==> src/rtl/div_operand_stage.sv <==
// Operand staging FIFO for a single-precision divider: buffers two dividend/divisor
// pairs and classifies each at push. Optional macro DIV_DENORM_FLUSH_EN flushes subnormals to signed zero.
module div_operand_stage (
  input  logic        control,
  input  logic        reset,
  input  logic        clear,
  input  logic        in_valid,
  output logic        in_ready,
  input  logic [31:0] DD_in,
  input  logic [31:0] DS_in,
  output logic        out_valid,
  input  logic        out_ready,
  output logic [31:0] DD,
  output logic [31:0] DS,
  output logic        special,
  output logic [31:0] special_result,
  output logic        zeroDiv,
  output logic [7:0]  zero_div_count,
  output logic [1:0]  occupancy
);

`ifdef DIV_DENORM_FLUSH_EN
  localparam bit FLUSH_EN = 1'b1;
`else
  localparam bit FLUSH_EN = 1'b0;
`endif

  localparam logic [31:0] QNAN = 32'h7FC0_0000;

  typedef struct packed {
    logic [31:0] dd;
    logic [31:0] ds;
    logic        spec;
    logic [31:0] res;
    logic        zd;
  } entry_t;

  function automatic logic [31:0] flush_sub(input logic [31:0] x);
    if (FLUSH_EN && (x[30:23] == 8'h00))
      return {x[31], 31'b0};
    else
      return x;
  endfunction

  function automatic entry_t classify(input logic [31:0] a_raw, input logic [31:0] b_raw);
    entry_t      e;
    logic [31:0] a;
    logic [31:0] b;
    logic        a_nan, b_nan, a_inf, b_inf, a_zero, b_zero, sgn;
    a      = flush_sub(a_raw);
    b      = flush_sub(b_raw);
    a_nan  = (a[30:23] == 8'hFF) && (a[22:0] != 23'h0);
    b_nan  = (b[30:23] == 8'hFF) && (b[22:0] != 23'h0);
    a_inf  = (a[30:23] == 8'hFF) && (a[22:0] == 23'h0);
    b_inf  = (b[30:23] == 8'hFF) && (b[22:0] == 23'h0);
    a_zero = (a[30:0] == 31'h0);
    b_zero = (b[30:0] == 31'h0);
    sgn    = a[31] ^ b[31];
    e.dd   = a;
    e.ds   = b;
    e.spec = 1'b1;
    e.zd   = 1'b0;
    // Order matters: invalid cases first, then divide-by-zero, then exact zero/inf results.
    if (a_nan || b_nan || (a_zero && b_zero) || (a_inf && b_inf)) begin
      e.res = QNAN;
    end else if (b_zero) begin
      e.res = {sgn, 8'hFF, 23'h0};
      e.zd  = 1'b1;
    end else if (a_zero || b_inf) begin
      e.res = {sgn, 31'h0};
    end else if (a_inf) begin
      e.res = {sgn, 8'hFF, 23'h0};
    end else begin
      e.spec = 1'b0;
      e.res  = 32'h0;
    end
    return e;
  endfunction

  entry_t      r_ent [2];
  logic        r_wptr;
  logic        r_rptr;
  logic [1:0]  r_occ;
  logic [7:0]  r_zcnt;

  logic        w_push;
  logic        w_pop;
  entry_t      w_head;
  entry_t      w_new;

  assign in_ready  = reset & ~r_occ[1] & ~clear;
  assign out_valid = (r_occ != 2'd0);
  assign w_push    = in_valid & in_ready;
  assign w_pop     = out_valid & out_ready;
  assign w_new     = classify(DD_in, DS_in);
  assign w_head    = r_ent[r_rptr];

  // Control state: pointers, occupancy and the zero-divide counter.
  always_ff @(posedge control or negedge reset) begin
    if (!reset) begin
      r_wptr <= 1'b0;
      r_rptr <= 1'b0;
      r_occ  <= 2'd0;
      r_zcnt <= 8'd0;
    end else if (clear) begin
      r_wptr <= 1'b0;
      r_rptr <= 1'b0;
      r_occ  <= 2'd0;
    end else begin
      if (w_push) r_wptr <= ~r_wptr;
      if (w_pop)  r_rptr <= ~r_rptr;
      case ({w_push, w_pop})
        2'b10:   r_occ <= r_occ + 2'd1;
        2'b01:   r_occ <= r_occ - 2'd1;
        default: r_occ <= r_occ;
      endcase
      if (w_pop && w_head.zd && (r_zcnt != 8'hFF))
        r_zcnt <= r_zcnt + 8'd1;
    end
  end

  // Storage is not reset; stale entries are hidden by the occupancy gating below.
  always_ff @(posedge control) begin
    if (w_push)
      r_ent[r_wptr] <= w_new;
  end

  assign DD             = out_valid ? w_head.dd   : 32'h0;
  assign DS             = out_valid ? w_head.ds   : 32'h0;
  assign special        = out_valid ? w_head.spec : 1'b0;
  assign special_result = out_valid ? w_head.res  : 32'h0;
  assign zeroDiv        = out_valid ? w_head.zd   : 1'b0;
  assign zero_div_count = r_zcnt;
  assign occupancy      = r_occ;

endmodule
==> config.mk <==
export PLATFORM = sky130hd
export DESIGN_NAME = div_operand_stage
export DESIGN_NICKNAME = d
export VERILOG_FILES = /design/src/rtl/div_operand_stage.sv
export SDC_FILE = /design/constraint.sdc
export NUM_CORES = 1
export LEC_CHECK = 0
export ABC_AREA = 0
export CAP_MARGIN = 15
export CORE_MARGIN = 3
export CORE_UTILIZATION = 45
export CTS_BUF_LIST = sky130_fd_sc_hd__clkbuf_16
export DETAILED_ROUTE_END_ITERATION = 8
export GPL_TIMING_DRIVEN = 0
export PLACE_DENSITY = 0.72
export SLEW_MARGIN = 20
export SYNTH_ARGS = -nofsm -noshare
export SYNTH_HDL_FRONTEND = slang
export SYNTH_SLANG_ARGS = --single-unit
==> constraint.sdc <==
create_clock -name control -period 11.9 [get_ports control]
set_input_delay 3.57 -clock control [delete_from_list [all_inputs] [get_ports control]]
set_output_delay 3.57 -clock control [all_outputs]
set_load 0.01 [all_outputs]
Word level (Yosys, flattened, before mapping)
Memories as Yosys holds them, arrays and structs flattened.
Index checks and enable logic that the tools add are counted.

storage, ports and cells
  bits in registers = 12
  RAM bits = 196
  input bits = 69
  output and inout bits = 110
  word-level logic and storage cells = 68
  memories kept = 1

operators by class
  $add $sub $neg = 3
  equality and inequality tests = 5
  mux-type cells = 23
  bitwise operators = 9
  reduce and logical (&&, ||, !) cells = 23

memory list
  memory  depth  bits a word  read ports  clocked after memory_dff  wr ports  line  text
  r_ent   2      98           1           0                         1         80    entry_t r_ent [2];

operators with widths
  cell                                                  count
  2-to-1 mux 32 bit                                     7
  zero test 31 bit                                      2
  zero test 23 bit                                      2
  nonzero test 23 bit                                   2
  equality test 8 bit (second input constant)           2
  2-to-1 mux 1 bit                                      14
  adder 8 x 1 -> 8 bit (second input constant)          1
  logical AND 1 bit                                     8
  != test 8 bit (second input constant)                 1
  nonzero test 2 bit                                    3
  bitwise AND 1 bit                                     4
  logical OR 1 bit                                      4
  NOT 1 bit                                             4
  one-hot mux 2 bit (2 select lines)                    1
  nonzero test 3 bit                                    1
  adder 2 x 1 -> 2 bit (second input constant)          1
  equality test 2 x 1 -> 1 bit (second input constant)  1
  equality test 2 bit (second input constant)           1
  2-to-1 mux 2 bit                                      1
  AND reduction 2 bit                                   1
  subtractor 2 x 1 -> 2 bit (second input constant)     1
  bitwise XOR 1 bit                                     1

Longest topological paths before layout
Gate-level depths: netlist of the first run.

  depth in word-level cells = 7
  mapped depth = 6
  gate-level depth less buffers = 5

Least setup slack after synthesis of the first run
Ideal clock, no wire load.

  kind = input to output
  from = input reset
  to = output in_ready
  data arrival time = 3.963 ns
  required time = 8.330 ns
  path slack = 4.367 ns
  stages on the path = 1
  cells stage by stage = nor3b_1

between the ends
  longest elaborated chain between the ends = 2

RTL lines
  element                         line  text
  from (decl)                     5     input logic reset,
  bitwise AND 1 bit (2 in a row)  91    assign in_ready = reset & ~r_occ[1] & ~clear;
  to (decl)                       8     output logic in_ready,

Every way passes these cells.

Worst setup path in the final report of the first run
Same ends and word-level chain as after synthesis.

==> results by group, run 1 <==
CTS
  • Cts hold-fix bufs: 0
  • Clock Path Buffers: 2
  • Setup Fix Bufs, Post-CTS: 0
  • H-tree Lvls: 4
  • Cts bufs inserted: 17
  • TritonCTS clock tree: yes
  • Clock sink total: 150
  • Post-CTS sizing: 0
  • Root Buffer Master: clkbuf_16
  • Clk slew on worst S/H paths: 60 ps
  • Clk_lat worst skew: between 400 and 500 ps

Critical path
  • Family with the most delay on the worst path: buffers and inverters
  • Slowest cell on crit path: clkdlybuf4s50_1
  • Required time worst endpoint: around 8300 ps
  • Crit-path max FO: 15
  • CP Class: in -> out
  • CP Capture Type: output port
  • Worst Reg-to-Reg Cells: 5
  • R2R Setup Slk: around 10000 ps
  • Total number of cells along the worst setup path: 3
  • Cell mode on critical path: clkdlybuf4s50_1
  • Crit path largest cell delay: about 850 ps
  • Reg-to-Reg Start: occupancy[1]
  • Arrival @ worst endpoint: about 5500 ps
  • Worst r2r dst: r_ent[0][58]
  • Critical path, cell by cell: clkdlybuf4s50_1, nor3b_1, clkdlybuf4s50_1
  • Startpoint types: input port
  • CP bufs+invs: 2

Timing
  • Worst Tran Pin Value: a little under 1000 ps
  • Final worst-path cycle share: between 70% and 80%
  • Final Hold Vio Count: 0
  • Setup_tns: 0 ps
  • Count of final max-slew check failures: 0
  • PnR worst setup slack: between 2000 and 3000 ps
  • Skew final: 6.65 ps
  • Hold slack: 491 ps
  • Endpoints failing setup: 0
  • Slew HR: 34.5%
  • RSZ-0062 raised after global routing: false
  • Max Freq: between 0.1 and 0.15 GHz
  • Final min period: just over 9000 ps

Final layout
  • Post-Layout Cell Count: between 800 and 900
  • Diode count: 0
  • Multi-input logic area: 0.00157 mm2
  • Synth-to-layout area growth: 41.0%
  • Fillers: 992
  • Layout cells sized above 1: between 10% and 20%
  • Final nets: just under 700
  • Sequential Area: between 0.004 and 0.005 mm2

Power and ir drop
  • P_int: around 990 uW
  • Net switching power: between 200 and 300 uW
  • Power Dens Cells: between 100 and 150 mW/mm2
  • Share of total power in combinational logic: 10.6%
  • P_leak: 2.97 nW
  • Switch share: a little over a fifth
  • Peak supply drop: just over 80 uV
  • Power share of the clock group: 41.3%
  • Register share of total power: between 40% and 50%

Synth
  • Synth Register Bits: 150
  • Synth area leaders: edfxtp_1 67%, mux2i_1 11%, dfrtp_1 4.8%
  • Synth top area share: 66.8%
  • Warnings, synthesis: 0
  • Yosys cell types: 33
  • Mapped Cells: around 420
  • Ys async rst share: under 10%
  • Most common cell in the netlist: edfxtp_1
  • EDFF count, synth: roughly 140
  • Top_reg_cell synth: edfxtp_1
  • Mean post-synth cell area: roughly 15 um2
  • Seq/Total Area, Yosys: between 70% and 80%
  • Commonest cells in the netlist: 138 x edfxtp_1, 75 x nor2_1, 69 x mux2i_1
  • Cell accounting for the most synthesized area: edfxtp_1
  • Post-synthesis cell area: just over 0.006 mm2

Floorplanning
  • Core Region: roughly 0.013 mm2
  • # IOs: ~180
  • Chip height: roughly 120 um
  • Die area: 0.0152 mm2
  • Row count: 42
  • Initial core utilization: roughly 46%
  • Die W: between 100 and 150 um

Hold path
  • Worst Hold Depth: 1
  • Worst hold path endpoint: zero_div_count[6]
  • Worst min path class: reg -> reg
  • Hold_sp: zero_div_count[6]

Place
  • Setup slack at placement: about 2800 ps
  • Buffers on Ports: about 160
  • Gpl congestion: 0.744
  • Placed insts: between 700 and 800
  • DP HPWL: 9.79 mm

Route
  • DR pass1 iterations: 4
  • Detailed Route Iter0 Violations: 202
  • Wire per inst: approximately 17 um
  • Via/cell ratio: between 4 and 5
  • Via count: a little under 4,000
  • DRT Wirelength: 13.6 mm
  • Antenna-violating nets left: 0
  • Residual DRC: 0

Global route
  • Pin count of the biggest net entering global routing: 38
  • Initial antenna violation count: 0
  • Vias in the first global route: between 4,000 and 5,000
  • Total gr overflow: 0
  • GRT Util Overall: a little under a fifth
  • Global-route wire length before repair: about 20 mm

Flow run
  • Max Cap Viol: 0

Status
  • Status: complete, no violations
cells by family (layout without fill, tap and decap cells):
logic type | count (synthesis) | in the layout | share of synthesized area [%]
flip-flops | 150 | 150 | 71.7
AND/OR/NAND/NOR | 128 | 128 | 9.54
multiplexers | 70 | 70 | 11.3
buffers and inverters | 45 | 236 | 4.54
AO/OA/AOI/OAI | 12 | 12 | 1.39
XOR/XNOR | 9 | 9 | 1.27
adder cells (fa/ha/maj) | 1 | 1 | 0.202
other | 1 | 22 | 0.0605
metal layers:
layer / up-vias / share of wire, % / GRT usage, % / routed length [um]
met2: 153 / 49 / 30.0 / 6620
li1: 1895 / - / - / -
met4: 0 / 1.3 / 6.71 / 177
met3: 16 / 8.8 / 6.08 / 1200
met1: 1872 / 41 / 21.8 / 5560
met5: - / 0 / 0 / 0
worst max-delay path by stage:
stage	slack [ps]	startpoint	end
final	2800	reset	in_ready
after global routing	2680	reset	in_ready
after detailed placement	2790	reset	in_ready
after floorplan	4370	reset	in_ready
after CTS	2780	reset	in_ready
after global placement	1930	reset	r_ent[0][57]
power by group through the flow:
| stage | Combinational (mW) | Sequential [mW] | Clock (mW) |
|---|---|---|---|
| finish | 0.132 | 0.603 | 0.516 |
| global route | 0.143 | 0.604 | 0.546 |
| CTS | 0.134 | 0.603 | 0.524 |
| detailed placement | 0.133 | 0.613 | 0 |
| global placement | 0.128 | 0.614 | 0 |
| floorplan | 0.0545 | 0.614 | 0 |
cells in the final DEF, fill, tap and decap left out, types with 2 or more instances in the layout:
cell type,count
edfxtp_1,138
buf_16,2
clkbuf_16,17
nor4_1,14
dfrtp_1,12
buf_4,29
a21oi_1,5
nand4_1,11
nor2b_1,2
nor2_1,74
inv_1,5
xnor2_1,7
xor2_1,2
clkbuf_1,6
clkdlybuf4s50_1,156
nand2_1,9
clkinv_2,5
conb_1,22
nand3b_1,2
o21ai_0,3
bufinv_16,3
nor3_1,4
and3_1,2
or3_1,2
buf_2,3
buf_12,2
buf_1,6
nand2b_1,2
mux2i_1,69
through the flow:
| step | util [%] | instance area, um2 | power, mW |
|---|---|---|---|
| 2_1_floorplan | - | 6280 | 0.669 |
| 3_3_place_gp | 60.4 | 8060 | 0.742 |
| 3_5_place_dp | 61.2 | 8170 | 0.747 |
| 4_1_cts | 65.5 | 8740 | 1.26 |
| 5_1_grt | 65.5 | 8740 | 1.29 |
| 6_report | 65.5 | 8740 | 1.25 |
sequential cells by signal, indices dropped and copies added, names as in the netlist:
name,count
r_ent,138
zero_div_count,8
occupancy,2
r_rptr,1
r_wptr,1
worst register-to-register path: stages (launching register included):
cell and delay [ps]:
dfrtp_1 420, nor3b_1 430, nand2_1 200, nor2_4 320, buf_16 220, buf_16 180
final cells by class:
type                            instances  area share, %
Clock buffer                           17           4.87
Multi-Input combinational cell        242           17.9
Sequential cell                       150           50.8
Clock inverter                         14           1.67
Tap cell                              176           2.52
Inverter                                1         0.0429
Timing Repair Buffer                  160           19.0
Buffer                                 44           3.18
Note: power is estimated with default switching activity, not from simulation.
==> run 2, diff against run 1 <==
==> constraint.sdc (replaced) <==
create_clock -name control -period 8.9 [get_ports control]
set_input_delay 2.67 -clock control [delete_from_list [all_inputs] [get_ports control]]
set_output_delay 2.67 -clock control [all_outputs]
set_load 0.01 [all_outputs]
==> results of run 2 <==
The final DEF is identical to that of run 1. Status: complete, no violations.
Among the figures that moved: setup slack after placement 2790 ps -> 1590 ps; setup slack after layout 2800 ps -> 1600 ps; register-to-register setup slack 9820 ps -> 6820 ps; total power 1.25 mW -> 1.67 mW; worst IR drop on VDD 80.9 uV -> 108 uV
==> run 3, diff against run 2 <==
==> constraint.sdc (replaced) <==
create_clock -name control -period 7.31 [get_ports control]
set_input_delay 2.193 -clock control [delete_from_list [all_inputs] [get_ports control]]
set_output_delay 2.193 -clock control [all_outputs]
set_load 0.01 [all_outputs]
==> results of run 3 <==
The final DEF is identical to that of run 1. Status: complete, no violations.
Among the figures that moved: setup slack after placement 2790 ps -> 952 ps; setup slack after layout 2800 ps -> 960 ps; register-to-register setup slack 9820 ps -> 5230 ps; total power 1.25 mW -> 2.04 mW; worst IR drop on VDD 80.9 uV -> 132 uV
